[src/rtl/prog_loader.sv]
// Program loader: parses a framed host byte stream (SOF, LEN, 4*LEN data bytes, CSUM) into instruction memory, then runs the core until halt.
// Latency: each instruction word is written 1 cycle after its 4th byte handshake; cpu_rst_n rises 1 cycle after CSUM, cpu_en one cycle later.
// Backpressure: in_ready is high in every state except RUN, where host bytes are refused; a stalled frame waits indefinitely.
//
// Ports:
//   clk, rst                 - clock, synchronous active-high reset
//   in_valid/in_data/in_ready - host byte stream (valid/ready handshake)
//   imem_we/imem_addr/imem_wdata - instruction memory write port (one-cycle strobe per word)
//   cpu_rst_n, cpu_en, cpu_halt  - core reset (active-low), pipeline enable, halt indication
//   busy, done, err          - frame in progress, program halted, sticky error (1 length, 2 checksum)
module prog_loader #(
  parameter int          ADDR_W = 10,
  parameter logic [7:0]  SOF    = 8'hA5
) (
  input  logic              clk,
  input  logic              rst,
  input  logic              in_valid,
  input  logic [7:0]        in_data,
  output logic              in_ready,
  output logic              imem_we,
  output logic [ADDR_W-1:0] imem_addr,
  output logic [31:0]       imem_wdata,
  output logic              cpu_rst_n,
  output logic              cpu_en,
  input  logic              cpu_halt,
  output logic              busy,
  output logic              done,
  output logic [1:0]        err
);

  // 17 bits so that a 16-bit length can be compared against a full 2^16 capacity.
  localparam logic [16:0] DEPTH = 17'd1 << ADDR_W;

  typedef enum logic [2:0] {
    S_IDLE,
    S_LEN_HI,
    S_LEN_LO,
    S_DATA,
    S_CSUM,
    S_RUN,
    S_DONE,
    S_ERR
  } state_t;

  state_t      state;
  logic [7:0]  len_hi;
  logic [15:0] wlen;     // word count N of the current frame
  logic [15:0] wcnt;     // words written so far
  logic [1:0]  bidx;     // byte position within the current word
  logic [23:0] asm_r;    // first three bytes of the word being assembled
  logic [7:0]  csum_r;   // running XOR of bytes after SOF

  logic        acc;
  logic [15:0] len_full;
  logic [31:0] word_full;

  assign acc       = in_valid & in_ready;
  assign len_full  = {len_hi, in_data};
  assign word_full = {asm_r, in_data};

  always_comb begin
    in_ready = (state != S_RUN);
    busy     = (state == S_LEN_HI) || (state == S_LEN_LO) ||
               (state == S_DATA)   || (state == S_CSUM);
  end

  always_ff @(posedge clk) begin
    if (rst) begin
      state      <= S_IDLE;
      len_hi     <= 8'd0;
      wlen       <= 16'd0;
      wcnt       <= 16'd0;
      bidx       <= 2'd0;
      asm_r      <= 24'd0;
      csum_r     <= 8'd0;
      imem_we    <= 1'b0;
      imem_addr  <= '0;
      imem_wdata <= 32'd0;
      cpu_rst_n  <= 1'b0;
      cpu_en     <= 1'b0;
      done       <= 1'b0;
      err        <= 2'd0;
    end else begin
      imem_we <= 1'b0;
      case (state)
        // A new frame may start from idle or after a finished/failed one;
        // starting one always puts the core back into reset.
        S_IDLE, S_DONE, S_ERR: begin
          if (acc && (in_data == SOF)) begin
            state     <= S_LEN_HI;
            csum_r    <= 8'd0;
            err       <= 2'd0;
            done      <= 1'b0;
            cpu_rst_n <= 1'b0;
            cpu_en    <= 1'b0;
          end
        end

        S_LEN_HI: begin
          if (acc) begin
            len_hi <= in_data;
            csum_r <= csum_r ^ in_data;
            state  <= S_LEN_LO;
          end
        end

        S_LEN_LO: begin
          if (acc) begin
            csum_r <= csum_r ^ in_data;
            wlen   <= len_full;
            wcnt   <= 16'd0;
            bidx   <= 2'd0;
            if ({1'b0, len_full} > DEPTH) begin
              state <= S_ERR;
              err   <= 2'd1;
            end else if (len_full == 16'd0) begin
              state <= S_CSUM;
            end else begin
              state <= S_DATA;
            end
          end
        end

        S_DATA: begin
          if (acc) begin
            csum_r <= csum_r ^ in_data;
            asm_r  <= {asm_r[15:0], in_data};
            bidx   <= bidx + 2'd1;
            if (bidx == 2'd3) begin
              imem_we    <= 1'b1;
              imem_addr  <= wcnt[ADDR_W-1:0];
              imem_wdata <= word_full;
              wcnt       <= wcnt + 16'd1;
              if (wcnt == (wlen - 16'd1)) begin
                state <= S_CSUM;
              end
            end
          end
        end

        S_CSUM: begin
          if (acc) begin
            if (in_data == csum_r) begin
              state     <= S_RUN;
              cpu_rst_n <= 1'b1;
            end else begin
              state     <= S_ERR;
              err       <= 2'd2;
              cpu_rst_n <= 1'b0;
              cpu_en    <= 1'b0;
            end
          end
        end

        // First RUN cycle keeps the pipeline disabled so the core sees one
        // reset-free cycle with en=0; halt takes priority over enabling.
        S_RUN: begin
          if (cpu_halt) begin
            state  <= S_DONE;
            cpu_en <= 1'b0;
            done   <= 1'b1;
          end else begin
            cpu_en <= 1'b1;
          end
        end

        default: state <= S_IDLE;
      endcase
    end
  end

endmodule

[config.mk]
export PLATFORM = sky130hd
export DESIGN_NAME = prog_loader
export DESIGN_NICKNAME = d
export VERILOG_FILES = /design/src/rtl/prog_loader.sv
export SDC_FILE = /design/constraint.sdc
export NUM_CORES = 1
export LEC_CHECK = 0
export ABC_AREA = 1
export CAP_MARGIN = 5
export CORE_ASPECT_RATIO = 0.9
export CORE_MARGIN = 2
export CORE_UTILIZATION = 33
export DETAILED_ROUTE_END_ITERATION = 10
export GPL_TIMING_DRIVEN = 1
export PLACE_DENSITY_LB_ADDON = 0.25
export SYNTH_ARGS = -nofsm -noshare
export SYNTH_HDL_FRONTEND = slang
export SYNTH_SLANG_ARGS = --single-unit
[constraint.sdc]
create_clock -name clk -period 2.2 [get_ports clk]
set_input_delay 0.44 -clock clk [delete_from_list [all_inputs] [get_ports clk]]
set_output_delay 0.44 -clock clk [all_outputs]
set_load 0.02 [all_outputs]
# [Yosys cells after proc, flatten, opt, wreduce, memory -nomap -nowiden]
# Index checks and enable logic that the tools add are counted.
[totals] ff_bits=125 inputBits=12 output_inout_bits=50 elab_cells=111
[classes] n_addsub=3 order_cmp=1 n_eq_ne=23 n_mux=39 bitwise_logic=4 reduce_logical=27
[op_table] op="two-way mux 16 bit" count=3
[op_table] op="one-hot mux 16 bit (2 select lines)" count=1
[op_table] op="two-way mux 3 bit" count=10
[op_table] op="one-hot mux 3 bit (6 select lines)" count=1
[op_table] op="adder 16 x 1 -> 16 bit (second input constant)" count=1
[op_table] op="== test 16 bit" count=1
[op_table] op="greater-than comparator 16 x 11 -> 1 bit (second input constant)" count=1
[op_table] op="logical NOT 16 bit" count=1
[op_table] op="two-way mux 2 bit" count=8
[op_table] op="two-way mux 8 bit" count=2
[op_table] op="one-hot mux 8 bit (2 select lines)" count=1
[op_table] op="subtractor 16 x 1 -> 16 bit (second input constant)" count=1
[op_table] op="AND reduction 3 bit" count=5
[op_table] op="inequality test 2 bit (second input constant)" count=7
[op_table] op="== test 3 bit (second input constant)" count=4
[op_table] op="OR reduction 3 bit" count=3
[op_table] op="== test 8 bit" count=1
[op_table] op="== test 8 bit (second input constant)" count=1
[op_table] op="two-way mux 1 bit" count=8
[op_table] op="inequality test 2 x 1 -> 1 bit (second input constant)" count=4
[op_table] op="AND reduction 4 bit" count=2
[op_table] op="AND reduction 8 bit" count=1
[op_table] op="nonzero test 2 bit" count=4
[op_table] op="XOR 8 bit" count=1
[op_table] op="17 further kinds" count=25

# [Depth between registers and ports, before layout]
# Gate-level depths: netlist of the first run.
[depth] depth_word=6 depth_mapped=16 depth_no_buf=16

# [Worst setup path after synthesis of the first run]
# Ideal clock, no wire load.
[synth_timing] kind="register to register" startpoint="register wlen[0]" endpoint="register state[0]" setup_time_ns=0.113 arrival_ns=1.671 required_ns=2.087 slack_ns=0.416 path_stages_with_launch=14 n_path_buf=0 synth_period_minus_slack_ns=1.784 cell_sequence="dfxtp_1 inv_1 ha_1 nand2_1 nor2_1 nand3_1 nand2_1 nand2_1 nor2_1 nand3_1 o21bai_1 nand2_1 nor2_1 nor2_1"
[synth_via] elab_chain_len=4
[synth_lines] item="start, declared" line="47" rtl="logic [15:0] wlen;"
[synth_lines] item="start signal, assigned" line="110" rtl="wlen <= len_full;"
[synth_lines] item="subtractor 16 x 1 -> 16 bit" line="134" rtl="if (wcnt == (wlen - 16'd1)) begin"
[synth_lines] item="== test 16 bit" line="134"
[synth_lines] item="inequality test 2 x 1 -> 1 bit (no source line)"
[synth_lines] item="AND reduction 8 bit (no source line)"
[synth_lines] item="end signal, assigned" line="135" rtl="state <= S_CSUM;"
[synth_lines] item="end signal, assigned" line="144" rtl="state <= S_RUN;"
[synth_lines] item="end signal, assigned" line="147" rtl="state <= S_ERR;"
[synth_lines] item="end, declared" line="45" rtl="state_t state;"
# Every way passes these cells.
# A chain may end at the register's enable or synchronous reset.

# [Worst setup path in the final report of the first run]
[layout_timing] startpoint="register state[0]" endpoint="output port in_ready"
[layout_via] elab_chain_len=1
[layout_lines] item="start signal, assigned" line="69" rtl="state <= S_IDLE;"
[layout_lines] item="start signal, assigned" line="90" rtl="state <= S_LEN_HI;"
[layout_lines] item="start signal, assigned" line="103" rtl="state <= S_LEN_LO;"
[layout_lines] item="inequality test 3 bit" line="62" rtl="in_ready = (state != S_RUN);"
[layout_lines] item="end, declared" line="19" rtl="output logic in_ready,"
# Every way passes these cells.

==> results of run 1 <==
[layout by cell type, fill, tap and decap left out, types with 6 or more instances in the layout]
cell type	instances
inv_1	72
nand3_1	60
nand2_2	7
dfxtp_1	125
clkdlybuf4s50_1	59
buf_4	49
nand4_1	9
clkbuf_16	17
inv_6	6
nor2_1	81
xor2_1	20
nand2_1	117
o21ai_0	98
a21oi_1	84
nor2_2	6
nor3_1	19
[layer usage]
layer / vias to the layer above / part of all wire / track usage
li1: 2762 / - / -
met1: 2368 / 0.52 / 0.2446
met2: 98 / 0.43 / 0.2630
met3: 16 / 0.042 / 0.03997
met4: 0 / 0.013 / 0.05647
met5: - / 0 / 0
[metrics by stage]
step / setup slack, ns / power (mW) / std cells / area, sq um
final: 0.1400 / 7.485 / 1096 / 7372
after global routing: -0.004459 / 7.974 / 1096 / 7372
after CTS: 0.02672 / 7.479 / 1096 / 7351
after detailed placement: -0.1002 / 4.757 / 1064 / 6779
after global placement: -0.05090 / 4.743 / 1064 / 6779
after floorplan: 0.4159 / 4.139 / 772 / 5617
[sequential cells by signal (all words and copies together), names as in the netlist]
signal      count
imem_wdata     32
asm_r          24
wcnt           16
wlen           16
imem_addr      10
csum_r          8
len_hi          8
state           3
bidx            2
err             2
cpu_en          1
cpu_rst_n       1
done            1
imem_we         1
[worst max-delay path by stage]
stage	startpoint	to	slack (ns)	cells after the start
after floorplan	wlen[0]$_SDFFE_PP0P_	state[0]$_SDFFE_PP0P_	0.42	13
after global placement	in_valid	state[0]$_SDFFE_PP0P_	-0.05	10
after detailed placement	in_valid	state[0]$_SDFFE_PP0P_	-0.10	10
after CTS	state[1]$_SDFFE_PP0P_	busy	0.03	5
after global routing	wlen[0]$_SDFFE_PP0P_	state[0]$_SDFFE_PP0P_	-0.004	17
final	state[0]$_SDFFE_PP0P_	in_ready	0.14	4
[power groups by stage]
stage | sequential, mW | clock, mW | combinational [mW]
final | 2.62 | 2.72 | 2.14
after CTS | 2.61 | 2.76 | 2.10
after floorplan | 2.65 | 0 | 1.49
after global placement | 2.66 | 0 | 2.08
after detailed placement | 2.66 | 0 | 2.09
after global routing | 2.64 | 2.86 | 2.47
[critical path, cell delays in order, from the launching register on]
cell and delay [ns]:
dfxtp_1 0.44, inv_2 0.12, nor2_1 0.19, nand2_1 0.12, dlygate4sd2_1 0.34
[layout make-up]
cell class	count	share of cell area
multi-input combinational	537	0.3690
clock inverter	14	0.01799
sequential	125	0.3394
tap	211	0.03581
inverter	79	0.04090
clock buffer	18	0.05957
timing repair buffer	112	0.1373
[cells by family (layout without fill, tap and decap cells)]
group           after synthesis  count (layout)  synth area share
simple gates                322             322            0.2642
compound gates              187             187            0.1689
flops                       125             125            0.4455
buf+inv                     110             223           0.07507
xor+xnor                     24              24           0.03742
fa+ha+maj                     4               4          0.008911
[timing repair]
action                                  in CTS  in global routing
buffers inserted                             0                  0
gates resized for setup                      3                 10
gates cloned                                 0                  0
endpoints found under the setup margin       2                  4
hold buffers                                 0                  0
pin swaps                                    0                  0
endpoints found under the hold margin        0                  0
==> flow_summary.toml, run 1 <==
[power_and_ir_drop]
p_sw_mw = 2.612
power_density_mw_per_mm2 = 1015
pwr-share-seq = 0.350
p_comb_frac = 0.287
switching_share = 0.3490
p_int_mw = 4.872
pwr-share-clk = 0.364
p_leak_nw = 3.050
vdd.ir_drop.worst_uv = 533.3

[global_route]
grt-ovfl-total = 0
grt_pass1_vias = 4946
antenna_found_initial = 0
grt_max_degree = 52
grt_usage = 0.1737
grt_pass1_wl_mm = 24.86

[logic_synthesis]
ys_seq_elements = 125
async_flop_share = 0
synth_commonest_cells = "125 x dfxtp_1, 118 x nand2_1, 98 x o21ai_0"
synth.most_common_cell = "dfxtp_1"
synth_cell_types = 32
synthesis.nets = 788
synth_area_leaders = "dfxtp_1 45%, o21ai_0 8.7%, nand2_1 7.9%, a21oi_1 7.5%, nor2_1 5.7%"
synthFlopType = "dfxtp_1"
ys_warn_count = 0
synth_top_area_cell = "dfxtp_1"
synth_area_sq_mm = 0.005617
synth.avg_cell_area_sq_um = 7.275
synth_edf_count = 0
synth_cells = 772
synth_top_area_frac = 0.4455
yosysSeqAreaShare = 0.4455

[finish]
regArea_sq_mm = 0.002502
num-nets-final = 888
fill_cells = 1712
multi_input_area_sq_mm = 0.002720
post-route-util = 0.4394
syn_to_final_growth_pct = 31.25
drive_gt1_frac = 0.1322
num_antenna_cells = 0

[sta]
setup_violations = 0
maxSlewViolCount = 0
final_hold_viol_count = 0
max-slew-margin-rel = 0.6876
final.setup.tns_ns = 0
hold-worst-slack_ns = 0.4545
worst_pin_slew_ns = 0.4644
fin_crit_ns = 2.060
clock.fmax_mhz = 485.4
skew_ns = 0.007888
fin_crit_sh = 0.9363

[outcome]
status = "complete, no violations"

[drt]
wirelength_mm = 15.27
first_pass_iters = 5
vias = 5244
wire_per_inst_microns = 13.93
drt_iter0_markers = 282
remaining_drc_errors = 0
drtAntennaViolNets = 0
routed_via_density = 4.785

[placement]
io_buffers = 61
dpl.hpwl_mm = 11.35
place_congestion = 0.8352

[worst_setup_path]
critPathCaptureType = "primary output"
r2r_setup_slack_ns = 0.14
arrival_ns = 1.62
path_class = "reg -> out"
worst_setup_path_start_kind = "flip-flop"
reg2reg_to = "state[0]$_SDFFE_PP0P_"
critPathMaxFanout = 4
crit_required_ns = 1.76
rr_startpoint = "wlen[0]$_SDFFE_PP0P_"
reg2regPathDepth = 16

[min_path]
min_to = "asm_r[18]$_SDFFE_PP0P_"
whs_path_depth = 2
hold_class = "reg -> reg"
worstHoldStart = "asm_r[18]$_SDFFE_PP0P_"

[die]
start_util = 0.3348
die_h_microns = 127.8
dieArea_sq_mm = 0.01808
die_width_microns = 141.5
io_pins = 62
rows = 45
coreArea_sq_mm = 0.01678

[cts]
cts_tree = "done"
cts_sinks = 125
h-tree-depth = 4
cts-root-buf = "clkbuf_16"
worstSkewPairLatency_ns = 0.41
cts_max_path_buffers = 2
cts-buffers-inserted = 17
clk_pin_slew_ns = 0.06

[flow_run]
maxCapViolCount = 0
No activity file was read; power rests on OpenSTA's default activity.
==> run 2, diff against run 1 <==
--- a/config.mk
+++ b/config.mk
@@ -6,6 +6,7 @@
 export NUM_CORES = 1
 export LEC_CHECK = 0
 export ABC_AREA = 1
+export ABC_CLOCK_PERIOD_IN_PS = 2200
 export CAP_MARGIN = 5
 export CORE_ASPECT_RATIO = 0.9
 export CORE_MARGIN = 2
@@ -13,6 +14,8 @@
 export DETAILED_ROUTE_END_ITERATION = 10
 export GPL_TIMING_DRIVEN = 1
 export PLACE_DENSITY_LB_ADDON = 0.25
+export REMOVE_ABC_BUFFERS = 1
+export SLEW_MARGIN = 10
 export SYNTH_ARGS = -nofsm -noshare
 export SYNTH_HDL_FRONTEND = slang
 export SYNTH_SLANG_ARGS = --single-unit
==> flow_summary.toml, run 2 (synthesized netlist as in run 1, its figures left out) <==
[finish]
syn_to_final_growth_pct = 33.13
largest-register = "imem_wdata"
final_common_cell = "dfxtp_1"
top_regs = "imem_wdata (32), asm_r (24)"
final_cell_mix = "123 x dfxtp_1, 117 x nand2_1, 98 x o21ai_0"
num_antenna_cells = 0
largest_reg_flops = 32
num-nets-final = 894
drive_gt1_frac = 0.1380

[worst_setup_path]
arrival_ns = 1.66
r2r_setup_slack_ns = 0.25
crit_chain = "inv_2 -> nor2_1 -> nand2_1 -> dlygate4sd2_1"
crit_required_ns = 1.76
rr_startpoint = "wlen[1]$_SDFFE_PP0P_"
critPathCaptureType = "primary output"
worst_setup_path_start_kind = "flip-flop"
path_delay_family = "buffers and inverters"
slowest_delay_ns = 0.44
slowest_stage = "dfxtp_1"
critPathMaxFanout = 4
reg2regPathDepth = 17
reg2reg_to = "state[0]$_SDFFE_PP0P_"
path_class = "reg -> out"
crit_buf_inv = 2

[global_route]
grt_pass1_wl_mm = 24.89
grt_max_degree = 45
antenna_found_initial = 0
grt-ovfl-total = 0
grt_pass1_vias = 4981
grt_usage = 0.1732

[min_path]
whs_path_depth = 2
min_to = "imem_wdata[31]$_SDFFE_PP0P_"
worstHoldStart = "asm_r[23]$_SDFFE_PP0P_"
hold_class = "reg -> reg"

[power_and_ir_drop]
pwr-share-clk = 0.374
p_total_mw = 7.678
pwr-share-seq = 0.341
p_sw_mw = 2.529
p_int_mw = 5.149
p_leak_nw = 3.098
switching_share = 0.3294
power_density_mw_per_mm2 = 1027
vdd.ir_drop.worst_uv = 621.3
p_comb_frac = 0.285

[cts]
worstSkewPairLatency_ns = 0.41
cts_tree = "done"
cts-root-buf = "clkbuf_16"
cts_sinks = 125
h-tree-depth = 4
cts-buffers-inserted = 17
clk_pin_slew_ns = 0.06
cts-hold-fix-buffers = 0
cts_max_path_buffers = 2

[die]
start_util = 0.3348
rows = 45
dieArea_sq_mm = 0.01808
die_width_microns = 141.5
coreArea_sq_mm = 0.01678
die_h_microns = 127.8
io_pins = 62

[sta]
fin_crit_sh = 0.9524
grt_setup_unrepaired = "yes"
fin_crit_ns = 2.095
max-slew-margin-rel = 0.6887
maxSlewViolCount = 0
skew_ns = 0.01005
setup_violations = 0
final_hold_viol_count = 0
clock.fmax_mhz = 477.3
worst_pin_slew_ns = 0.4626
layout_setup_ws_ns = 0.1047

[drt]
wire_per_inst_microns = 13.64
remaining_drc_errors = 0
wirelength_mm = 15.03
first_pass_iters = 5
drt_iter0_markers = 233
vias = 5256
drtAntennaViolNets = 0
routed_via_density = 4.770

[placement]
pre_cts_ws_ns = -0.09168
place_congestion = 0.9118
dpl.hpwl_mm = 10.89
io_buffers = 61

[outcome]
status = "complete, no violations"

[flow_run]
maxCapViolCount = 0
run 2: cell types whose count changed in the layout (fill, tap and decap cells not counted), sizes merged, moves of 2 or more:
cell / change
clkbuf: +3
inv: -6
buf: +6
bufinv: +2
run 2: area by class of cell:
cell class              count  area (sq um)
repair buffers            118          1076
clock buffers              22         464.2
clock inverters            10         138.9
inverters                  79         301.5
flip-flops and latches    125          2505
fillers                  1726          9301
well taps                 211         264.0
multi-input cells         537          2728
run 2: power groups by stage:
stage	logic [mW]	registers (mW)	clock network, mW
after floorplan	1.47	2.65	0
after global placement	2.11	2.66	0
after detailed placement	2.12	2.66	0
after CTS	2.13	2.61	2.92
after global routing	2.52	2.65	3.02
final	2.19	2.62	2.87
run 2: worst max path at each step:
stage | startpoint | endpoint | slack (ns) | cells past startpoint
detailed placement | in_data[4] | state[0]$_SDFFE_PP0P_ | -0.09 | 12
finish | state[0]$_SDFFE_PP0P_ | in_ready | 0.10 | 4
CTS | state[2]$_SDFFE_PP0P_ | busy | 0.04 | 7
global placement | in_data[4] | state[0]$_SDFFE_PP0P_ | -0.05 | 12
floorplan | state[2]$_SDFFE_PP0P_ | wcnt[8]$_SDFFE_PP0P_ | 0.07 | 12
global route | wlen[1]$_SDFFE_PP0P_ | state[0]$_SDFFE_PP0P_ | -0.02 | 17
run 2: worst register-to-register path: cells and delay by family, from the launching register on:
| kind | cells | cell delay [ns] |
|---|---|---|
| flops | 1 | 0.33 |
| buf+inv | 4 | 0.30 |
| fa+ha+maj | 1 | 0.26 |
| simple gates | 11 | 0.81 |
| compound gates | 1 | 0.21 |
run 2: through the flow:
step / hold WS [ns] / setup TNS [ns] / utilization / std cells / instance area [sq um]
6_report: 0.4499 / 0 / 0.4456 / 1102 / 7477
5_1_grt: 0.4675 / -0.02036 / 0.4456 / 1102 / 7477
4_1_cts: 0.4546 / 0 / 0.4430 / 1101 / 7432
3_5_place_dp: 0.4485 / -0.7426 / 0.4070 / 1069 / 6829
3_3_place_gp: 0.4456 / -0.2650 / 0.4070 / 1069 / 6829
2_1_floorplan: 0.4318 / 0 / - / 741 / 5497
run 2: layer usage:
| metal | vias up | track usage | wire, microns |
|---|---|---|---|
| met5 | - | 0 | 0 |
| met4 | 0 | 0.05000 | 179 |
| met3 | 11 | 0.04109 | 539 |
| met2 | 96 | 0.2656 | 6576 |
| met1 | 2381 | 0.2431 | 7734 |
| li1 | 2768 | - | - |
run 2: what timing repair did:
action                                  4_1_cts  5_1_grt
endpoints found under the setup margin        2        4
setup buffers                                 0        1
gates resized for setup                       4       13
pin swaps                                     0        3
